## src/rtl/avg_pkg.sv

```systemverilog
// Shared types and default sizing for the two-channel ADC averaging sequencer.
// Default values here are overridden per instance through module parameters.
package avg_pkg;
    localparam int DATA_W_DEF      = 12;
    localparam int LOG2_N_DEF      = 3;
    localparam int OUTS_PER_CH_DEF = 256;
    localparam int ACC_W           = DATA_W_DEF + LOG2_N_DEF;

    typedef enum logic [1:0] {
        IDLE   = 2'd0,
        SAMP_A = 2'd1,
        SAMP_B = 2'd2
    } state_t;
endpackage

```

## src/rtl/avg_sample_sequencer_if.sv

```systemverilog
// ADC-side and result-side handshake bundle between the sequencer and its neighbours.
// master = sequencer, slave = ADC front end plus downstream consumer.
interface avg_sample_sequencer_if #(
    parameter int DATA_W = 12
);
    logic              adc_valid;
    logic [DATA_W-1:0] adc_data;
    logic              adc_chan_sel;
    logic              out_ready;
    logic              out_valid;
    logic [DATA_W-1:0] out1;
    logic [DATA_W-1:0] out2;
    logic              out_last;

    modport master (
        input  adc_valid, adc_data, out_ready,
        output adc_chan_sel, out_valid, out1, out2, out_last
    );

    modport slave (
        output adc_valid, adc_data, out_ready,
        input  adc_chan_sel, out_valid, out1, out2, out_last
    );
endinterface

```

## src/rtl/avg_accum.sv

```systemverilog
// Per-channel clear/add accumulator with a combinational divide by 2^LOG2_N of (acc + din).
// Zero latency on avg; AVG_ROUND_EN selects round-to-nearest with saturation, else truncation.
// No backpressure: the caller decides when to add or clear.
module avg_accum
    import avg_pkg::*;
#(
    parameter int DATA_W = DATA_W_DEF,
    parameter int LOG2_N = LOG2_N_DEF
) (
    input  logic              clk,
    input  logic              rst,
    input  logic              clr,
    input  logic              add,
    input  logic [DATA_W-1:0] din,
    output logic [DATA_W-1:0] avg
);
    localparam int AW = DATA_W + LOG2_N;

    logic [AW-1:0] acc_q;
    logic [AW-1:0] sum;

    // sum already includes the sample being accepted, so the final strobe feeds the result
    assign sum = acc_q + (add ? AW'(din) : '0);

`ifdef AVG_ROUND_EN
    localparam logic [AW:0] HALF = (AW + 1)'(1) << (LOG2_N - 1);
    logic [AW:0] quo;
    assign quo = ({1'b0, sum} + HALF) >> LOG2_N;
    assign avg = (|quo[AW:DATA_W]) ? '1 : quo[DATA_W-1:0];
`else
    assign avg = DATA_W'(sum >> LOG2_N);
`endif

    always_ff @(posedge clk or posedge rst) begin
        if (rst)
            acc_q <= '0;
        else if (clr)
            acc_q <= '0;
        else
            acc_q <= sum;
    end
endmodule

```

## src/rtl/avg_sample_sequencer.sv

```systemverilog
// Alternates the ADC mux A/B per accepted sample and emits paired 2^LOG2_N-sample averages.
// Result valid 1 cycle after the final B strobe; AVG_ROUND_EN enables rounding in avg_accum.
// Backpressure: an unaccepted result is overwritten by the next one and overrun is flagged.
module avg_sample_sequencer
    import avg_pkg::*;
#(
    parameter int DATA_W      = DATA_W_DEF,
    parameter int LOG2_N      = LOG2_N_DEF,
    parameter int OUTS_PER_CH = OUTS_PER_CH_DEF
) (
    input  logic                  clk,
    input  logic                  reset,
    input  logic                  chirp_start,
    avg_sample_sequencer_if.master bus,
    output logic                  busy,
    output logic                  overrun
);
    localparam int CNT_W = (OUTS_PER_CH > 1) ? $clog2(OUTS_PER_CH) : 1;
    localparam logic [LOG2_N-1:0] PAIR_LAST = '1;
    localparam logic [CNT_W-1:0]  OUT_LAST  = CNT_W'(OUTS_PER_CH - 1);

    state_t             state_q, state_d;
    logic [LOG2_N-1:0]  pair_cnt_q;
    logic [CNT_W-1:0]   out_cnt_q;
    logic               add_a, add_b, final_b, frame_end, acc_clr;
    logic [DATA_W-1:0]  avg_a, avg_b;

    // a restart in the same cycle as a strobe discards the sample
    assign add_a     = (state_q == SAMP_A) && bus.adc_valid && !chirp_start;
    assign add_b     = (state_q == SAMP_B) && bus.adc_valid && !chirp_start;
    assign final_b   = add_b && (pair_cnt_q == PAIR_LAST);
    assign frame_end = final_b && (out_cnt_q == OUT_LAST);
    assign acc_clr   = chirp_start || final_b;
    assign busy      = (state_q != IDLE);

    avg_accum #(.DATA_W(DATA_W), .LOG2_N(LOG2_N)) u_acc_a (
        .clk (clk), .rst (reset), .clr (acc_clr), .add (add_a),
        .din (bus.adc_data), .avg (avg_a)
    );

    avg_accum #(.DATA_W(DATA_W), .LOG2_N(LOG2_N)) u_acc_b (
        .clk (clk), .rst (reset), .clr (acc_clr), .add (add_b),
        .din (bus.adc_data), .avg (avg_b)
    );

    always_comb begin
        state_d = state_q;
        if (chirp_start) begin
            state_d = SAMP_A;
        end else begin
            case (state_q)
                IDLE:    state_d = IDLE;
                SAMP_A:  if (bus.adc_valid) state_d = SAMP_B;
                SAMP_B:  if (bus.adc_valid) state_d = frame_end ? IDLE : SAMP_A;
                default: state_d = IDLE;
            endcase
        end
    end

    always_ff @(posedge clk or posedge reset) begin
        if (reset) begin
            state_q          <= IDLE;
            bus.adc_chan_sel <= 1'b0;
            pair_cnt_q       <= '0;
            out_cnt_q        <= '0;
        end else begin
            state_q          <= state_d;
            bus.adc_chan_sel <= (state_d == SAMP_B);
            if (chirp_start) begin
                pair_cnt_q <= '0;
                out_cnt_q  <= '0;
            end else begin
                if (add_b)
                    pair_cnt_q <= pair_cnt_q + 1'b1;
                if (final_b)
                    out_cnt_q <= frame_end ? '0 : out_cnt_q + 1'b1;
            end
        end
    end

    // result register survives a chirp restart; only reset drops a pending result
    always_ff @(posedge clk or posedge reset) begin
        if (reset) begin
            bus.out_valid <= 1'b0;
            bus.out1      <= '0;
            bus.out2      <= '0;
            bus.out_last  <= 1'b0;
            overrun       <= 1'b0;
        end else begin
            if (final_b) begin
                bus.out_valid <= 1'b1;
                bus.out1      <= avg_a;
                bus.out2      <= avg_b;
                bus.out_last  <= frame_end;
            end else if (bus.out_valid && bus.out_ready) begin
                bus.out_valid <= 1'b0;
                bus.out_last  <= 1'b0;
            end

            if (chirp_start)
                overrun <= 1'b0;
            else if (final_b && bus.out_valid && !bus.out_ready)
                overrun <= 1'b1;
        end
    end
endmodule

```

## src/flat_wrapper.sv

```systemverilog
// flat-port wrapper written by rule: the top's interface ports become plain ports
module avg_sample_sequencer_flat import avg_pkg::*;
#(
    parameter int DATA_W      = DATA_W_DEF,
    parameter int LOG2_N      = LOG2_N_DEF,
    parameter int OUTS_PER_CH = OUTS_PER_CH_DEF
)
  (clk, reset, chirp_start, busy, overrun, bus_adc_valid, bus_adc_data, bus_out_ready, bus_adc_chan_sel, bus_out_valid, bus_out1, bus_out2, bus_out_last);
  avg_sample_sequencer_if #(.DATA_W(DATA_W)) bus_i ();
  input  logic clk;
  input  logic reset;
  input  logic chirp_start;
  output logic busy;
  output logic overrun;
  input wire logic [$bits(bus_i.adc_valid)-1:0] bus_adc_valid;
  input wire logic [$bits(bus_i.adc_data)-1:0] bus_adc_data;
  input wire logic [$bits(bus_i.out_ready)-1:0] bus_out_ready;
  output wire logic [$bits(bus_i.adc_chan_sel)-1:0] bus_adc_chan_sel;
  output wire logic [$bits(bus_i.out_valid)-1:0] bus_out_valid;
  output wire logic [$bits(bus_i.out1)-1:0] bus_out1;
  output wire logic [$bits(bus_i.out2)-1:0] bus_out2;
  output wire logic [$bits(bus_i.out_last)-1:0] bus_out_last;
  assign bus_i.adc_valid = bus_adc_valid;
  assign bus_i.adc_data = bus_adc_data;
  assign bus_i.out_ready = bus_out_ready;
  assign bus_adc_chan_sel = bus_i.adc_chan_sel;
  assign bus_out_valid = bus_i.out_valid;
  assign bus_out1 = bus_i.out1;
  assign bus_out2 = bus_i.out2;
  assign bus_out_last = bus_i.out_last;
  avg_sample_sequencer #(.DATA_W(DATA_W), .LOG2_N(LOG2_N), .OUTS_PER_CH(OUTS_PER_CH)) u_core (.clk(clk), .reset(reset), .chirp_start(chirp_start), .bus(bus_i), .busy(busy), .overrun(overrun));
endmodule
```

## config.mk

```make
export PLATFORM = sky130hd
export DESIGN_NAME = avg_sample_sequencer_flat
export DESIGN_NICKNAME = d
export VERILOG_FILES = /design/src/rtl/avg_pkg.sv /design/src/rtl/avg_sample_sequencer_if.sv /design/src/rtl/avg_accum.sv /design/src/rtl/avg_sample_sequencer.sv /design/src/flat_wrapper.sv
export SDC_FILE = /design/constraint.sdc
export NUM_CORES = 1
export LEC_CHECK = 0
export BUFFER_PORTS_ARGS = -buffer_cell sky130_fd_sc_hd__buf_2
export CORE_UTILIZATION = 28
export CTS_BUF_LIST = sky130_fd_sc_hd__clkbuf_8
export CTS_CLUSTER_DIAMETER = 50
export DETAILED_ROUTE_END_ITERATION = 10
export GPL_TIMING_DRIVEN = 0
export HOLD_SLACK_MARGIN = 0.02
export SLEW_MARGIN = 20
export SYNTH_ARGS = -nofsm -noshare
export SYNTH_HDL_FRONTEND = slang
export SYNTH_SLANG_ARGS = --single-unit
export TNS_END_PERCENT = 1
```

## constraint.sdc

```tcl
create_clock -name clk -period 4.35 [get_ports clk]
set_input_delay 0.6525 -clock clk [delete_from_list [all_inputs] [get_ports clk]]
set_output_delay 0.6525 -clock clk [all_outputs]
set_load 0.02 [all_outputs]
```

# == After elaboration in Yosys (flattened, before gate mapping) ==
# Index checks and enable logic that the tools add are counted.
# op_classes
addsub,4
eq_ne,5
mux,19
reduce_logical,17
# ops
op,count
15-bit adder,2
15-bit two-way mux,2
12-bit two-way mux,2
8-bit two-way mux,3
2-bit nonzero test,5
1-bit logical AND,9
"8-bit by 1-bit adder with 8-bit output, second input constant",1
"8-bit == test, second input constant",1
1-bit two-way mux,6
2-bit two-way mux,3
3-bit two-way mux,2
"2-bit == test, second input constant",2
2-bit case mux with 2 select lines,1
"3-bit by 1-bit adder with 3-bit output, second input constant",1
"3-bit == test, second input constant",1
"2-bit by 1-bit == test with 1-bit output, second input constant",1
1-bit zero test,2
1-bit logical OR,1
# word_totals
ff_bits,71
output_inout_bits,29
word_cells,56
input_bits,17

# == Longest topological paths before layout ==
# logic_depth
ltp_word,10
mapped_depth,15
depth_no_buf,14

# == Modules after synthesis ==
# A second synthesis with hierarchy kept.
# hier_totals
cells_unflattened,402
hier_area_um2,4103.9
# by_module_without_submodules
mod,area_per_inst_um2,cells_each,n_inst
avg_accum,1146.1,127,2
avg_sample_sequencer,1811.7,148,1

# == Least setup slack after synthesis ==
# OpenSTA, ideal clock, no wires.
# synth_timing
path_kind,input to register
start,input port bus_adc_valid
end,register u_core.bus.out1[5]
t_arrival_ns,2.670
path_slack_ns,1.545
setup_ns,0.135
path_stages,12
required_ns,4.215
cell_sequence,buf_6 -> inv_1 -> nor3b_1 -> clkbuf_1 -> and2_1 -> ha_1 -> o211ai_1 -> a21oi_1 -> or2_2 -> a31oi_1 -> xor2_1 -> o21ai_0
# synth_between
elab_chain_len,4
elab_cells_between_ends,7
# synth_rtl
element,line_no,rtl
start: declaration,flat_wrapper.sv:15,input wire logic [$bits(bus_i.adc_valid)-1:0] bus_adc_valid;
1-bit logical AND (2 in a row),avg_sample_sequencer.sv:29,assign add_a = (state_q == SAMP_A) && bus.adc_valid && !chirp_start;
12-bit two-way mux,avg_accum.sv:23,assign sum = acc_q + (add ? AW'(din) : '0);
15-bit adder,avg_accum.sv:23,
end signal: assignment,avg_sample_sequencer.sv:92,bus.out1 <= avg_a;
end: declaration,avg_sample_sequencer_if.sv:17,"output adc_chan_sel, out_valid, out1, out2, out_last"
# Parallel ways exist; a longest one is shown, timed or not.
# A chain may end at the register's enable or synchronous reset.

# == Worst setup path after layout ==
# layout_timing
start,register u_core.state_q[0]
end,register u_core.bus.out2[11]
# layout_between
elab_chain_len,5
elab_cells_between_ends,6
# layout_rtl
element,line_no,rtl
start: declaration,avg_sample_sequencer.sv:22,"state_t state_q, state_d;"
start signal: assignment,avg_sample_sequencer.sv:67,state_q <= state_d;
2-bit == test (*),avg_sample_sequencer.sv:30,assign add_b = (state_q == SAMP_B) && bus.adc_valid && !chirp_start;
1-bit logical AND (*) (2 in a row),avg_sample_sequencer.sv:30,
12-bit two-way mux,avg_accum.sv:23,
15-bit adder,avg_accum.sv:23,
end signal: assignment,avg_sample_sequencer.sv:93,bus.out2 <= avg_b;
end: declaration,avg_sample_sequencer_if.sv:17,
# Every way passes the cells marked *; elsewhere a longest branch is shown, timed or not.

==> results.toml <==
[run_status]
outcome = "finished, final reports clean"

[finish]
fin_cells = 668
fillers = 1422
nNetsFinal = 532
multi_input_area_um2 = 2100
n_antenna_cell = 0
area_growth_pct = 18.0
drive_above_1_share_pct = 16.2
register_area_um2 = 1780

[synthesis]
ys_warn_count = 0
synth_area_leaders = "dfrtp_1 (44%), ha_1 (9.4%), nor2_1 (4.6%), nand2_1 (4.4%), and2_1 (4.2%)"
synth_top_cell_by_area = "dfrtp_1"
ys_ff_latch = 71
synth_cells = 427
syn_avg_cell_area_um2 = 9.40
synthArstFlopShare_pct = 100
synth_seq_area_share_pct = 44.3
ys_types = 55
synth_top_area_share_pct = 44.3
synth_edf_count = 0
yosys_most_used_dff = "dfrtp_1"
netlist_area_um2 = 4010
synth_nets = 476

[routing]
viasPerCell = 4.71
vias = 3149
drt_iter0_drc = 141
first_pass_iters = 4
ant_nets = 0
finalWirelength_um = 9420
wl_per_cell_um = 14.1
route.detailed.drc = 0

[timing]
rsz0062_at_grt = "false"
worst_slack_ns = 1.12
max_freq_ghz = 0.309
setup_tns_ns = 0
max_slew_margin_pct = 56.3
min_period_over_period_pct = 74.3
finalHoldViolCount = 0
setup_violations = 0
slew_violations = 0
tightestPinTransition_ns = 0.655
skew_ns = 0.00954
finalCriticalPeriod_ns = 3.23

[setup_path]
cp.arrival_ns = 3.46
crit_fanout = 10
crit_type = "register to register"
path_cells = "inv_1 > ha_1 > buf_4 > nand2_4 > nor2_1 > clkbuf_1 > nand2_1 > fa_1 > and2b_1 > o2111a_1 > o21ai_0 > a21oi_1 > xnor2_1 > o21ai_0"
slowest_stage = "fa_1"
end_kind = "register"
crit_top_cell = "o21ai_0"
start_kind = "register"
crit_path_max_incr_delay_ns = 0.42
critPathRequiredTime_ns = 4.58

[clocking]
clkTransAtPathRegs_ns = 0.08
cts_hold_buf = 0
htreeDepth = 3
cts_root_buffer = "clkbuf_8"
insertion_delay_ns = 0.36
postCtsSetupRepairBufs = 0
cts_made_buffers = 9
cts_sinks = 71
cts_tree = "done"
cts_resized = 0
ctsLongestPathBuffers = 2

[global_route]
grt_max_degree = 58
gr-total-overflow = 0
grt_pass1_vias = 3091
antenna_found_initial = 0
track_usage_pct = 13.6
grt_pass1_wl_um = 15300

[floorplan]
core_um2 = 13900
die_y_um = 122
start_util_pct = 28.8
io_pins = 46
dieArea_um2 = 14800
fp-row-count = 43
die_w_um = 122

[job]
max-cap-violations = 0

[power]
p_leak_nw = 2.38
ir_drop_v = 0.000130
power.density_nw_per_um2 = 299

[placement]
port_buffers = 44
pre_cts_ws_ns = 1.00
finalWeightedCongestion = 0.860
dp.cells = 652
dp_hpwl_um = 7090

[worst_hold_path]
hp-class = "primary input to asynchronous set/reset pin"
-- path summary, 6_finish.rpt --
path	slack, ns	endpoint	start	cells after the start
setup reg to reg	1.12	u_core.bus.out2[11]	u_core.state_q[0]	14
hold / removal	0.21	u_core.out_cnt_q[2]	reset	2
setup / recovery	1.12	u_core.bus.out2[11]	u_core.state_q[0]	14
hold reg to reg	0.48	u_core.bus.out2[6]	u_core.bus.out2[6]	2
max in group asynchronous	3.60	u_core.bus.out2[1]	reset	3
min in group clk	0.48	u_core.bus.out2[6]	u_core.bus.out2[6]	2
-- layout make-up --
cell class	instances	area share [%]
clock inverters	6	2.30
flip-flops and latches	71	37.5
clock buffers	10	2.91
multi-input cells	324	44.4
repair buffers	45	5.23
well taps	180	4.76
inverters	18	1.48
plain buffers	14	1.43
-- flip-flops by register name, summed over array words and instances, names as in the netlist --
register and count:
u_core.bus.adc_chan_sel 1, u_core.bus.out1 12, u_core.bus.out2 12, u_core.bus.out_last 1, u_core.bus.out_valid 1, u_core.out_cnt_q 8
u_core.overrun 1, u_core.pair_cnt_q 3, u_core.state_q 2, u_core.u_acc_a.acc_q 15, u_core.u_acc_b.acc_q 15
-- cells in the final DEF, fill, tap and decap left out, types with 2 or more instances in the layout --
cell	instances
ha_1	30
nor2b_1	5
a21oi_2	2
a31o_2	2
clkinvlp_4	2
bufinv_16	3
clkbuf_8	10
xnor2_1	10
a21o_1	9
o21a_1	2
xor2_1	19
o211ai_1	3
and2_1	27
nor3b_1	2
nand3_1	10
o21bai_1	2
buf_2	47
a21oi_1	22
clkbuf_1	9
nand2b_1	4
nor2_1	49
a31oi_1	4
o21ai_0	29
nand2_1	47
nor3_1	2
o21ai_1	6
dfrtp_1	71
nand4b_1	2
inv_1	18
nand4_1	4
fa_1	2
nor4b_1	2
and3_1	5
-- kinds of logic (layout without fill, tap and decap cells) --
family	count (synthesis)	count (layout)	synth area share (%)
AND/OR/NAND/NOR	169	169	21.1
AO/OA/AOI/OAI	94	94	14.6
flip-flops	71	71	44.3
adder cells (fa/ha/maj)	32	32	10.3
buffers and inverters	32	93	3.37
XOR/XNOR	29	29	6.33
-- per-stage QoR --
stage	power [mW]	instance area, um2	utilization, %	hold slack, ns
global route	1.48	4740	34.0	0.207
floorplan	0.743	4010	-	0.488
detailed placement	0.777	4490	32.2	0.472
global placement	0.771	4460	32.0	0.467
CTS	1.44	4740	34.0	0.208
finish	1.42	4740	34.0	0.214
-- metal layers --
metal  GRT usage [%]  wire [um]  share of wire (%)  vias up
li1                -          -                  -     1572
met4            3.55        105                1.1        0
met1            16.8       4320                 46     1518
met2            23.2       4560                 48       50
met3            4.03        428                4.5        9
met5               0          0                  0        -
-- Yosys cell counts (all sizes together), types with 2 or more instances --
cell type / instances
dfrtp: 71
nand2: 49
nor2: 49
o21ai: 36
ha: 30
and2: 27
a21oi: 24
xor2: 19
inv: 18
nand3: 10
xnor2: 10
a21o: 9
clkbuf: 9
and3: 6
buf: 5
nor2b: 5
a31oi: 4
nand2b: 4
nand4: 4
nor3b: 4
a31o: 3
o211ai: 3
fa: 2
nand4b: 2
nor3: 2
nor4b: 2
o21a: 2
o21bai: 2
-- power by group --
group          internal, mW  switching (mW)  total [mW]  leakage, nW
clock network         0.394           0.261       0.656        0.120
logic                0.0317          0.0603      0.0920         1.27
registers             0.667         0.00325       0.670        0.986
-- worst max-delay path: cells and delay by family (launching register included) --
family	cells	cell delay (ns)
AOI/OAI and AO/OA	4	0.65
xor gates and xnor gates	1	0.18
adders and majority gates	2	0.58
buffers and inverters	3	0.60
DFF	1	0.39
and+or+nand+nor	4	0.69
(Power assumes the default switching activity.)
